### config.mk
export PLATFORM = sky130hd
export DESIGN_NAME = dff_pipe
export DESIGN_NICKNAME = d
export VERILOG_FILES = /design/src/rtl/dff_pipe.sv
export SDC_FILE = /design/constraint.sdc
export NUM_CORES = 1
export LEC_CHECK = 0
export ABC_AREA = 1
export ABC_CLOCK_PERIOD_IN_PS = 3800
export BUFFER_PORTS_ARGS = -buffer_cell sky130_fd_sc_hd__buf_4
export CORE_MARGIN = 2
export CORE_UTILIZATION = 45
export CTS_CLUSTER_DIAMETER = 80
export DETAILED_ROUTE_END_ITERATION = 7
export GPL_TIMING_DRIVEN = 0
export PLACE_DENSITY = 0.65
export SYNTH_ARGS = -nofsm -noshare
export SYNTH_HDL_FRONTEND = slang
export SYNTH_SLANG_ARGS = --single-unit
### constraint.sdc
create_clock -name clk -period 3.8 [get_ports clk]
set_input_delay 0.19 -clock clk [delete_from_list [all_inputs] [get_ports clk]]
set_output_delay 0.19 -clock clk [all_outputs]
set_load 0.05 [all_outputs]
### src/rtl/dff_pipe.sv
// Valid/ready pipeline register chain with bubble collapse and synchronous flush.
// Each stage moves forward whenever it is empty or the stage ahead is moving.
module dff_pipe #(
  parameter int               WIDTH   = 8,
  parameter int               DEPTH   = 4,
  parameter logic [WIDTH-1:0] RST_VAL = '0
) (
  input  logic                       clk,
  input  logic                       rst,
  input  logic                       flush,
  input  logic                       in_valid,
  output logic                       in_ready,
  input  logic [WIDTH-1:0]           in_data,
  output logic                       out_valid,
  input  logic                       out_ready,
  output logic [WIDTH-1:0]           out_data,
  output logic [$clog2(DEPTH+1)-1:0] occupancy
);

  localparam int OCC_W = $clog2(DEPTH+1);

  logic [WIDTH-1:0] data [DEPTH];
  logic [DEPTH-1:0] vld;
  logic [DEPTH-1:0] rdy;

  function automatic logic [OCC_W-1:0] popcount(input logic [DEPTH-1:0] bits);
    logic [OCC_W-1:0] n;
    n = '0;
    for (int i = 0; i < DEPTH; i++) begin
      n = n + OCC_W'(bits[i]);
    end
    return n;
  endfunction

  // Ready ripples back from the output: a stage can load if it is empty
  // or everything ahead of it is able to move.
  always_comb begin : ready_chain
    logic r;
    r   = out_ready;
    rdy = '0;
    for (int i = DEPTH-1; i >= 0; i--) begin
      r      = ~vld[i] | r;
      rdy[i] = r;
    end
  end

  assign in_ready = rdy[0] & ~flush;

  always_ff @(posedge clk or negedge rst) begin
    if (!rst) begin
      vld <= '0;
      for (int i = 0; i < DEPTH; i++) begin
        data[i] <= RST_VAL;
      end
    end else if (flush) begin
      vld <= '0;
    end else begin
      if (rdy[0]) begin
        vld[0] <= in_valid;
        if (in_valid) data[0] <= in_data;
      end
      // Bubbles advance the valid bit only; held data stays put.
      for (int i = 1; i < DEPTH; i++) begin
        if (rdy[i]) begin
          vld[i] <= vld[i-1];
          if (vld[i-1]) data[i] <= data[i-1];
        end
      end
    end
  end

  assign out_valid = vld[DEPTH-1];
  assign out_data  = data[DEPTH-1];
  assign occupancy = popcount(vld);

`ifndef SYNTHESIS
  a_out_stable: assert property (@(posedge clk) disable iff (!rst)
    (out_valid && !out_ready && !flush) |=> (out_valid && $stable(out_data)));

  a_occ_range: assert property (@(posedge clk) disable iff (!rst)
    occupancy <= OCC_W'(DEPTH));
`endif

endmodule
After elaboration in Yosys (flattened, before gate mapping)
Cells that the tools add are included.
{"block": "word_totals", "memories": 0, "out_inout_bits": 13, "word_cells": 34, "reg_bits": 36, "latch_bits": 0, "mem_bits_ro": 0, "mem_bits_rw": 0}
{"block": "op_classes", "shift": 0, "mux": 5, "n_lt_le_gt_ge": 0, "n_bitwise": 10, "n_eq_ne": 0, "reduce_logical": 8, "n_mul": 0, "addsub": 3, "n_div": 0}
{"op": "AND reduction 3 bit", "count": 4}
{"op": "nonzero test 2 bit", "count": 4}
{"op": "inverter 1 bit", "count": 5}
{"op": "2-to-1 mux 1 bit", "count": 4}
{"op": "2-to-1 mux 4 bit", "count": 1}
{"op": "OR 1 bit", "count": 4}
{"op": "adder 2 x 1 -> 3 bit", "count": 1}
{"op": "adder 3 x 1 -> 3 bit", "count": 1}
{"op": "adder 1 x 1 -> 2 bit", "count": 1}
{"op": "AND 1 bit", "count": 1}

Depth between registers and ports, before layout
{"block": "logic_depth", "word_depth": 7, "ltp_mapped": 7, "depth_no_buf": 6}

Worst setup path after synthesis
Ideal clock, no wire load.
{"block": "synth_timing", "path_type": "flip-flop to output port", "startpoint": "register vld[3]", "endpoint": "output occupancy[1]", "stages_incl_launch_ff": 6, "setup_slack_ps": 1587, "t_arrival_ps": 2023, "path_cell_list": "dfrtp_1 -> inv_2 -> fa_1 -> inv_1 -> ha_1 -> ha_1"}
{"block": "synth_between", "elab_chain_cells": 1}
{"item": "from (decl)", "line": "23", "source": "logic [DEPTH-1:0] vld;"}
{"item": "from (signal, indexed assignment)", "line": "65", "source": "vld[i] <= vld[i-1];"}
{"item": "adder 3 x 1 -> 3 bit", "line": "30", "source": "n = n + OCC_W'(bits[i]);"}
{"item": "to (decl)", "line": "17", "source": "output logic [$clog2(DEPTH+1)-1:0] occupancy"}
No other way between the ends.

Worst setup path in the final report
{"block": "layout_timing", "startpoint": "register vld[1]", "endpoint": "output occupancy[1]"}
{"block": "layout_between", "elab_chain_cells": 3}
{"item": "adder 1 x 1 -> 2 bit", "line": "30"}
{"item": "adder 2 x 1 -> 3 bit", "line": "30"}
{"item": "adder 3 x 1 -> 3 bit", "line": "30"}
No other way between the ends.

==> impl_metrics.ini <==
[sta]
finalCritPeriodShare_pct = 59.0
worst_pin_slew_ns = 0.427
finalHoldViolations = 0
rsz0062_at_grt = no
setup_viol = 0
relSlewSlack_pct = 71.5
drv_slew = 0
fin_skew_ns = 0.00179
finalWorstSetupSlack_ns = 1.56
post-route-min-period_ns = 2.24
setup_tns_ns = 0
fmax_ghz = 0.446

[power]
internal_power_mw = 0.712
combPwrFrac_pct = 25.3
leakagePower_nw = 1.06
p_sw_mw = 0.315
pwr-share-clk_pct = 27.5
switching_share_pct = 30.6
power_mw = 1.03
worst_ir_drop_vdd_uv = 196
seqPwrFrac_pct = 47.2
powerDensity_mw_per_mm2 = 499

[global_routing]
antenna_found_initial = 0
overflow = 0
grt_start_max_net_pins = 37
grt_util_all_layers_pct = 14.0
grt_pass1_vias = 1087
grt_pass1_wl_um = 4570

[cells_and_area]
fillCellCount = 344
area_delta_synth_final_pct = 20.2
antennaDiodeCount = 0
final_area_mm2 = 0.00206
drive_above_1_share_pct = 37.4
fin_nets = 219
layout.cells.non_filler = 251

[routing]
vias = 1108
drt_iter0_markers = 27
first_pass_iters = 4
drc = 0
via_per_inst = 4.41
ant_nets = 0
wire_per_inst_um = 9.55
wirelength_um = 2400

[cts]
cts-root-buf = clkbuf_8
numClockSinks = 36
cts_tree = done
cts.reportedPaths.clkPinSlew_ns = 0.06
cts_buffer_depth = 2
cts-buffers-inserted = 5
h-tree-depth = 2
clk_latency_ns = 0.28
ctsResizeCount = 0

[yosys]
seq_area_frac_synth_pct = 52.6
yosys_warnings = 0
synth_nets = 187
syn_area_mm2 = 0.00171
yosysUniqueCellTypes = 20
ys_seq_elements = 36
synth_cells = 171
syn_avg_cell_area_um2 = 10.0

[worst_setup_path]
worst_setup_path_start_kind = flip-flop
reg2reg_from = vld[3]$_DFFE_PN0P_
cp-startpoint = vld[1]$_DFFE_PN0P_
cpMaxStageDelayCell = fa_1
cp.required_ns = 3.61
crit_path_cell_trace = inv_1 > fa_1 > inv_1 > ha_1 > ha_1 > buf_4
max_stage_delay_ns = 0.49
path_max_fanout = 4
path_class = reg2out
cp-end-kind = output pin
arrival_ns = 2.05

[floorplan]
ios = 26
die_area_mm2 = 0.00432
fp.dieW_um = 65.7
start_util_pct = 46.8
die_h_um = 65.7
rows = 22
core_mm2 = 0.00366

[placement]
portBuffers = 24
hpwl_um = 1880
place_congestion = 0.758
dpl.cell_count = 243
postPlaceCellArea_mm2 = 0.00195
preCtsSetupSlack_ns = 1.87

[min_path]
hold_path_startpoint = in_data[0]
hp-class = in2reg

[job]
drv_cap = 0

[outcome]
status = complete, no violations
## path summary, 6_finish.rpt
| path | to | slack [ns] | cells after the start |
|---|---|---|---|
| setup / recovery | occupancy[1] | 1.56 | 6 |
| hold / removal | data[24]$_DFFE_PN0P_ | 0.13 | 3 |
| setup reg to reg | data[25]$_DFFE_PN0P_ | 2.62 | 6 |
| hold reg to reg | data[16]$_DFFE_PN0P_ | 0.47 | 2 |
| max in group asynchronous | data[27]$_DFFE_PN0P_ | 3.10 | 2 |
| min in group asynchronous | vld[3]$_DFFE_PN0P_ | 0.39 | 2 |
## synth_stat cells
| cell type | number | share of area [%] |
|---|---|---|
| inv_2 | 2 | 0.44 |
| o21ai_2 | 16 | 8.2 |
| nor2_1 | 1 | 0.22 |
| nand4_2 | 1 | 0.73 |
| nand2_2 | 6 | 2.2 |
| inv_4 | 1 | 0.37 |
| inv_1 | 22 | 4.8 |
| nand2_1 | 45 | 9.9 |
| nor2_4 | 3 | 2.0 |
| nand3_4 | 3 | 3.1 |
| buf_6 | 2 | 1.3 |
| a21oi_1 | 2 | 0.58 |
| nand3_1 | 16 | 4.7 |
| dfrtp_1 | 36 | 53 |
| o21ai_1 | 1 | 0.29 |
| a21oi_4 | 1 | 0.95 |
| buf_4 | 9 | 3.9 |
| ha_1 | 2 | 1.5 |
| fa_1 | 1 | 1.2 |
| buf_12 | 1 | 1.2 |
## layer usage
| layer | wire length, um | vias to the layer above | track usage [%] |
|---|---|---|---|
| li1 | - | 590 | - |
| met3 | 132 | 7 | 4.11 |
| met1 | 997 | 484 | 15.1 |
| met5 | 0 | - | 0 |
| met4 | 60 | 0 | 7.81 |
| met2 | 1210 | 27 | 24.5 |
## state kept, by name, summed over array words and instances, names as in the netlist
signal    flops
vld           4
data         24
out_data      8
## critical path: cells and delay by family (launching register included)
| kind | cells | cell delay [ns] |
|---|---|---|
| fa+ha+maj | 3 | 0.93 |
| flops | 1 | 0.48 |
| buf+inv | 3 | 0.35 |
## power groups by stage
stage               Combinational, mW  Sequential (mW)  Clock, mW
global route                    0.285            0.493      0.310
detailed placement              0.264            0.493          0
floorplan                       0.205            0.484          0
finish                          0.260            0.485      0.283
CTS                             0.265            0.486      0.290
global placement                0.258            0.489          0
## cell usage in the layout (no fill, tap or decap), drive strengths merged
cell         Yosys  routed
clkbuf           0       7
o21ai           17      17
ha               2       2
a21oi            3       3
dfrtp           36      36
dlygate4sd3      0       1
inv             25      25
nand2           51      51
nor2             4       4
fa               1       1
buf             12      36
nand3           19      19
nand4            1       1
## layout make-up
type / count / area, um^2 / area share, %
inverter: 25 / 96.3 / 4.68
multi-input combinational: 98 / 606 / 29.4
clock buffer: 7 / 96.3 / 4.68
timing repair buffer: 25 / 190 / 9.23
sequential: 36 / 901 / 43.7
tap: 48 / 60.1 / 2.92
buffer: 12 / 110 / 5.35
## repair_timing
item / in CTS / in global routing
hold endpoints to repair: 36 / 0
hold buffers: 1 / 0
setup buffers: 0 / 0
## stage by stage
step           util (%)  hold WS (ns)
2_1_floorplan         -        -0.106
3_3_place_gp       53.3         0.158
3_5_place_dp       53.3         0.163
4_1_cts            56.3         0.126
5_1_grt            56.3         0.127
6_report           56.3         0.130
## kinds of logic (layout without fill, tap and decap cells)
kind of cell | count (synthesis) | after routing | synth area share [%]
AOI/OAI and AO/OA | 20 | 20 | 10.0
adders and majority gates | 3 | 3 | 2.63
buffers and inverters | 37 | 69 | 12.1
DFF | 36 | 36 | 52.6
and+or+nand+nor | 75 | 75 | 22.7
(Power assumes the default switching activity.)
